<file path="config.mk">
export PLATFORM = sky130hd
export DESIGN_NAME = reg_dump
export DESIGN_NICKNAME = d
export VERILOG_FILES = /design/src/rtl/reg_dump.sv
export SDC_FILE = /design/constraint.sdc
export NUM_CORES = 1
export LEC_CHECK = 0
export CAP_MARGIN = 20
export CORE_MARGIN = 2
export CORE_UTILIZATION = 44
export DETAILED_ROUTE_END_ITERATION = 6
export PLACE_DENSITY = 0.78
export SETUP_SLACK_MARGIN = 0.4
export SLEW_MARGIN = 20
export SYNTH_ARGS = -nofsm -noshare
export SYNTH_HDL_FRONTEND = slang
export SYNTH_SLANG_ARGS = --single-unit
</file>
<file path="constraint.sdc">
create_clock -name clk -period 1.9 [get_ports clk]
set_input_delay 0.38 -clock clk [delete_from_list [all_inputs] [get_ports clk]]
set_output_delay 0.38 -clock clk [all_outputs]
set_load 0.02 [all_outputs]
</file>
<file path="src/rtl/reg_dump.sv">
// Register-file dump engine: walks addresses FIRST..LAST, offering each value
// as a valid/ready beat while holding off CPU register writes.
module reg_dump #(
    parameter int         n     = 8,
    parameter logic [2:0] FIRST = 3'd1,
    parameter logic [2:0] LAST  = 3'd7
) (
    input  logic                clk,
    input  logic                nReset,
    input  logic                start,
    input  logic                abort,
    output logic [2:0]          Raddr,
    input  logic signed [n-1:0] Rdata,
    output logic signed [n-1:0] out_data,
    output logic [2:0]          out_addr,
    output logic                out_valid,
    input  logic                out_ready,
    output logic                cpu_hold,
    output logic                busy,
    output logic                done
);

    typedef enum logic [1:0] {IDLE, READ, HOLD, DONE} state_t;

    state_t              r_state, w_state_nxt;
    logic [2:0]          r_addr, w_addr_nxt;
    logic signed [n-1:0] r_data, w_data_nxt;
    logic [2:0]          r_oaddr, w_oaddr_nxt;
    logic                r_valid, w_valid_nxt;
    logic                r_hold, w_hold_nxt;
    logic                w_handshake;

    assign w_handshake = r_valid & out_ready;

    always_ff @(posedge clk or negedge nReset) begin
        if (!nReset) begin
            r_state <= IDLE;
            r_addr  <= 3'd0;
            r_data  <= '0;
            r_oaddr <= 3'd0;
            r_valid <= 1'b0;
            r_hold  <= 1'b0;
        end else begin
            r_state <= w_state_nxt;
            r_addr  <= w_addr_nxt;
            r_data  <= w_data_nxt;
            r_oaddr <= w_oaddr_nxt;
            r_valid <= w_valid_nxt;
            r_hold  <= w_hold_nxt;
        end
    end

    always_comb begin
        w_state_nxt = r_state;
        w_addr_nxt  = r_addr;
        w_data_nxt  = r_data;
        w_oaddr_nxt = r_oaddr;
        w_valid_nxt = r_valid;
        w_hold_nxt  = r_hold;
        case (r_state)
            IDLE: begin
                w_addr_nxt  = 3'd0;
                w_hold_nxt  = 1'b0;
                w_valid_nxt = 1'b0;
                if (start && !abort) begin
                    w_addr_nxt  = FIRST;
                    w_hold_nxt  = 1'b1;
                    w_state_nxt = READ;
                end
            end
            READ: begin
                w_data_nxt  = Rdata;
                w_oaddr_nxt = r_addr;
                w_valid_nxt = 1'b1;
                w_state_nxt = HOLD;
            end
            HOLD: begin
                // LAST terminates the walk; the counter never wraps past it.
                if (w_handshake) begin
                    w_valid_nxt = 1'b0;
                    if (r_addr == LAST) begin
                        w_state_nxt = DONE;
                    end else begin
                        w_addr_nxt  = r_addr + 3'd1;
                        w_state_nxt = READ;
                    end
                end
            end
            DONE: begin
                w_hold_nxt  = 1'b0;
                w_addr_nxt  = 3'd0;
                w_state_nxt = IDLE;
            end
            default: w_state_nxt = IDLE;
        endcase
        if (abort && (r_state != IDLE)) begin
            w_state_nxt = IDLE;
            w_valid_nxt = 1'b0;
            w_hold_nxt  = 1'b0;
            w_addr_nxt  = 3'd0;
        end
    end

    assign Raddr     = r_addr;
    assign out_data  = r_data;
    assign out_addr  = r_oaddr;
    assign out_valid = r_valid;
    assign cpu_hold  = r_hold;
    assign busy      = (r_state != IDLE);
    // An abort landing on the DONE cycle suppresses the completion pulse.
    assign done      = (r_state == DONE) && !abort;

endmodule

</file>
; Yosys cells after proc, flatten, opt, wreduce, memory -nomap -nowiden
; Index checks and enable logic that the tools add are counted.
[op_classes]
n_addsub = 1
multipliers = 0
div = 0
order_cmp = 0
eq_ne = 7
shifts = 0
muxes = 16
bitwise = 1
n_reduce_logical = 12
[ops]
columns = cell, count
row1 = $mux 3, 3
row2 = $ne 3x3->1 const B, 3
row3 = $pmux 3 s3, 1
row4 = $mux 2, 4
row5 = $pmux 2 s4, 1
row6 = $reduce_bool 4->1, 2
row7 = $mux 1, 5
row8 = $eq 2x2->1 const B, 2
row9 = $reduce_and 2->1, 2
row10 = $add 3x1->3 const B, 1
row11 = $eq 3x3->1 const B, 1
row12 = $logic_and 1x1->1, 3
row13 = $pmux 1 s3, 1
row14 = $reduce_and 3->1, 1
row15 = $reduce_bool 3->1, 1
row16 = $eq 2x1->1 const B, 1
row17 = $logic_not 2->1, 1
row18 = $pmux 1 s2, 1
row19 = $reduce_bool 2->1, 1
row20 = $and 1x1->1, 1
row21 = $logic_not 1->1, 1
[totals]
register_bits = 18
latch_bits = 0
ram_bits = 0
mem_bits_ro = 0
in_bits = 13
output_inout_bits = 18
elab_cells = 43
mem_count = 0

; Longest topological paths before layout
; Gate-level depths: netlist (run 1).
[depth]
word_depth = 5
mapped_depth = 7
depth_no_buf = 6

; Worst setup path before layout (run 1)
; OpenSTA, ideal clock, no wires.
[synth_timing]
path_kind = reg-to-reg
start = reg r_addr[0], in the netlist Raddr[0]
end = reg r_addr[0], in the netlist Raddr[0]
setup_ns = 0.118
t_arrival_ns = 1.419
t_required_ns = 1.782
setup_slack_ns = 0.363
stages_incl_launch_ff = 6
path_buffers = 0
period_less_slack_ns = 1.537
path_cell_list = dfrtp_1 ha_1 ha_1 nor2_1 a21oi_1 o2bb2a_4
[synth_between]
elab_chain_len = 5
word_cells_on_any_way = 8
cone_classes = add/sub: 1 / eq/ne: 2 / mux: 4 / reduce/logical: 1
[synth_rtl]
columns = item, line
row1 = start: declaration, 26  ; logic [2:0] r_addr, w_addr_nxt;
row2 = start signal: assignment, 45  ; r_addr <= w_addr_nxt;
row3 = $add 3x1->3, 84  ; w_addr_nxt = r_addr + 3'd1;
row4 = $mux 3, 81  ; if (r_addr == LAST) begin
row5 = $mux 3, 79  ; if (w_handshake) begin
row6 = $pmux 3 s3, 60  ; case (r_state)
row7 = $mux 3, 96  ; if (abort && (r_state != IDLE)) begin
; Parallel ways exist; a longest one is shown, timed or not. The select of a mux whose other input is x is not followed.
; A chain may end at the register's enable or synchronous reset.

; Final worst setup path (run 1)
[layout_timing]
start = reg r_state[1]
end = out done
[layout_between]
elab_chain_len = 2
[layout_rtl]
columns = item, line
row1 = start: declaration, 25  ; state_t r_state, w_state_nxt;
row2 = start signal: assignment, 44  ; r_state <= w_state_nxt;
row3 = $eq 2x2->1, 111  ; assign done = (r_state == DONE) && !abort;
row4 = $logic_and 1x1->1, 111
row5 = end: declaration, 20  ; output logic done
; No other way between the ends.

==> flow_summary.ini, run 1 <==
[clocking]
cts_sinks = 18
clockBufferDepth = 2
cts_tree = done
clockRootBuffer = clkbuf_4
cts_inserted_buffers = 3
htreeDepth = 1
clock_latency_ns = 0.29
clk_pin_slew_ns = 0.10

[sta]
rsz0062_at_grt = yes
slew_violations = 0
min_period_ns = 1.686
fin_worst_skew_ns = 0.005451
finalSetupViolCount = 0
final_hold_viol_count = 0
finalWorstSetupSlack_ns = 0.2138
clock.fmax_mhz = 593.1
tightest_slew_ns = 0.2973
fin_crit_sh_pct = 88.75
slew-limit-headroom_pct = 80.18

[final_layout]
nets = 146
syn_to_final_growth_pct = 70.60
final_layout_size_suffix_gt1_share_pct = 44.44
mostFrequentLayoutCell = dfrtp_1
layout_common_cells = dfrtp_1 (18), dlygate4sd2_1 (16)
num_antenna_cells = 0
final_util_pct = 79.25
design_area_um2 = 1539
final_cells = 153

[job]
cap_violations = 0

[pwr]
pwr-share-clk_pct = 9.0
seqPwrFrac_pct = 23.7
peakVddDrop_mv = 1.415
p_per_area_nw_per_um2 = 1699
pwr-share-comb_pct = 67.3
p_sw_uw = 1012
switching_share_pct = 38.70
power_uw = 2615
p_leak_uw = 0.0007259
power.internal_uw = 1603

[yosys]
syn_nets = 92
ys_ff_latch = 18
synthTopCellsByArea = dfrtp_1 (50%), mux2_2 (15%), ha_1 (8.3%)
syn_area_um2 = 902.1
yosys_warnings = 0
syn_area_per_cell_um2 = 12.36
synth_top_area_share_pct = 49.93
yosysSeqAreaShare_pct = 49.93
synthCells = 73
synthDistinctLibCells = 25
synth_area_leader_cell = dfrtp_1

[detailed_routing]
via_count = 773
drc_errors = 0
ant_nets = 0
via_per_inst = 5.052
wire_per_inst_um = 15.34
first_pass_iters = 4
drtIter0Drc = 5
routed_wl_um = 2347

[grt]
gr-usage-all-layers_pct = 18.95
grt_start_max_net_pins = 19
antenna_found_initial = 0
grt_overflow = 0
grt_first_pass_wirelength_um = 3553
grt_pass1_vias = 829

[place]
dp_slack_ns = -0.09222
hpwl_um = 1401
gp_congestion = 0.7834
portBuffers = 30
placed_area_um2 = 1269
dp_cells = 131

[floorplan]
die_w_um = 49.28
io-pin-count = 31
start_util_pct = 46.46
die_y_um = 49.28
rows = 16
die-area_um2 = 2429
core-area_um2 = 1942

[setup_path]
reg2reg_slack_ns = 0.30
required_ns = 1.52
start_kind = flop
critical_path_class = flop to output pin
cp_max_fo = 2
arrival_ns = 1.31
end_kind = output pin

[outcome]
status = finished clean

[worst_hold_path]
hold_path.class = primary input to async pin
kinds of logic (layout without fill, tap and decap cells):
| family | count (synthesis) | count (layout) | share of synthesized area [%] |
|---|---|---|---|
| adder cells (fa/ha/maj) | 6 | 6 | 8.322 |
| multiplexers | 13 | 13 | 16.09 |
| buffers and inverters | 10 | 63 | 4.576 |
| flip-flops | 18 | 18 | 49.93 |
| AND/OR/NAND/NOR | 9 | 9 | 5.687 |
| AO/OA/AOI/OAI | 17 | 17 | 15.40 |
synthesized netlist by cell type:
cell type,instances
a21oi_1,5
a21oi_2,1
a2bb2oi_1,1
a31oi_1,1
a32o_1,2
a32oi_1,2
and2b_2,1
buf_2,3
dfrtp_1,18
ha_1,6
inv_1,6
inv_2,1
mux2_2,12
mux2i_1,1
nand2_1,2
nand2b_1,1
nand3_1,1
nor2_1,2
nor3_1,1
o21ai_0,1
o21ai_2,1
o22ai_1,1
o22ai_2,1
o2bb2a_4,1
or3_4,1
worst max-delay path, cell delays in order (launching register included):
cell and delay, ns:
dfrtp_1 0.43, buf_6 0.14, ha_4 0.14, and2b_2 0.19, buf_6 0.13
area by class of cell:
cell class                 count  area (um^2)
sequential                    18        450.4
timing repair buffer          52        501.7
inverter                       7        28.78
tap                           27        33.78
fill                         140        402.9
clock buffer                   4        36.28
multi-input combinational     45        488.0
per-stage QoR:
step,hold slack [ns],TNS (ns)
after floorplan,0.08441,0
after global placement,0.4882,-0.06298
after detailed placement,0.4998,-0.09222
after CTS,0.4075,0
after global routing,0.4177,0
final,0.4012,0
worst paths after layout:
path,from,to,cells past startpoint
max in group asynchronous,nReset,cpu_hold$_DFFE_PN0P_,2
setup reg to reg,r_state[1]$_DFFE_PN0P_,Raddr[0]$_DFFE_PN0P_,5
hold reg to reg,out_addr[0]$_DFFE_PN0P_,out_addr[0]$_DFFE_PN0P_,1
min in group clk,out_addr[0]$_DFFE_PN0P_,out_addr[0]$_DFFE_PN0P_,1
setup / recovery,r_state[1]$_DFFE_PN0P_,done,4
hold / removal,nReset,out_data[4]$_DFFE_PN0P_,2
routing by layer:
layer	vias to the layer above	global-route usage [%]	wire length, um
met5	-	0	0
met2	22	33.11	1255
li1	371	-	-
met4	0	9.048	28
met3	4	3.374	96
met1	376	22.27	966
power groups by stage:
stage / clock network (uW) / registers, uW / logic (uW)
2_1_floorplan: 0 / 769 / 627
6_report: 235 / 619 / 1760
3_5_place_dp: 0 / 637 / 1200
3_3_place_gp: 0 / 627 / 1170
5_1_grt: 257 / 638 / 1890
4_1_cts: 246 / 606 / 1340
registers in the layout (all words and copies together), names as in the netlist:
name	cells
out_addr	3
Raddr	3
r_state	2
out_data	8
out_valid	1
cpu_hold	1
what timing repair did:
| item | 4_1_cts | 5_1_grt |
|---|---|---|
| resized for setup | 30 | 27 |
| cloned | 0 | 1 |
| hold buffers | 0 | 0 |
| buffers inserted | 10 | 7 |
| endpoints found under the setup margin | 23 | 20 |
| pin swaps | 1 | 8 |
Note: power is estimated with default switching activity, not from simulation.
==> inputs of run 2 (changes only) <==
Settings changed: SLEW_MARGIN 20 to not set.
==> results of run 2 <==
No change in the layout: final DEF, timing and power equal those of run 1.
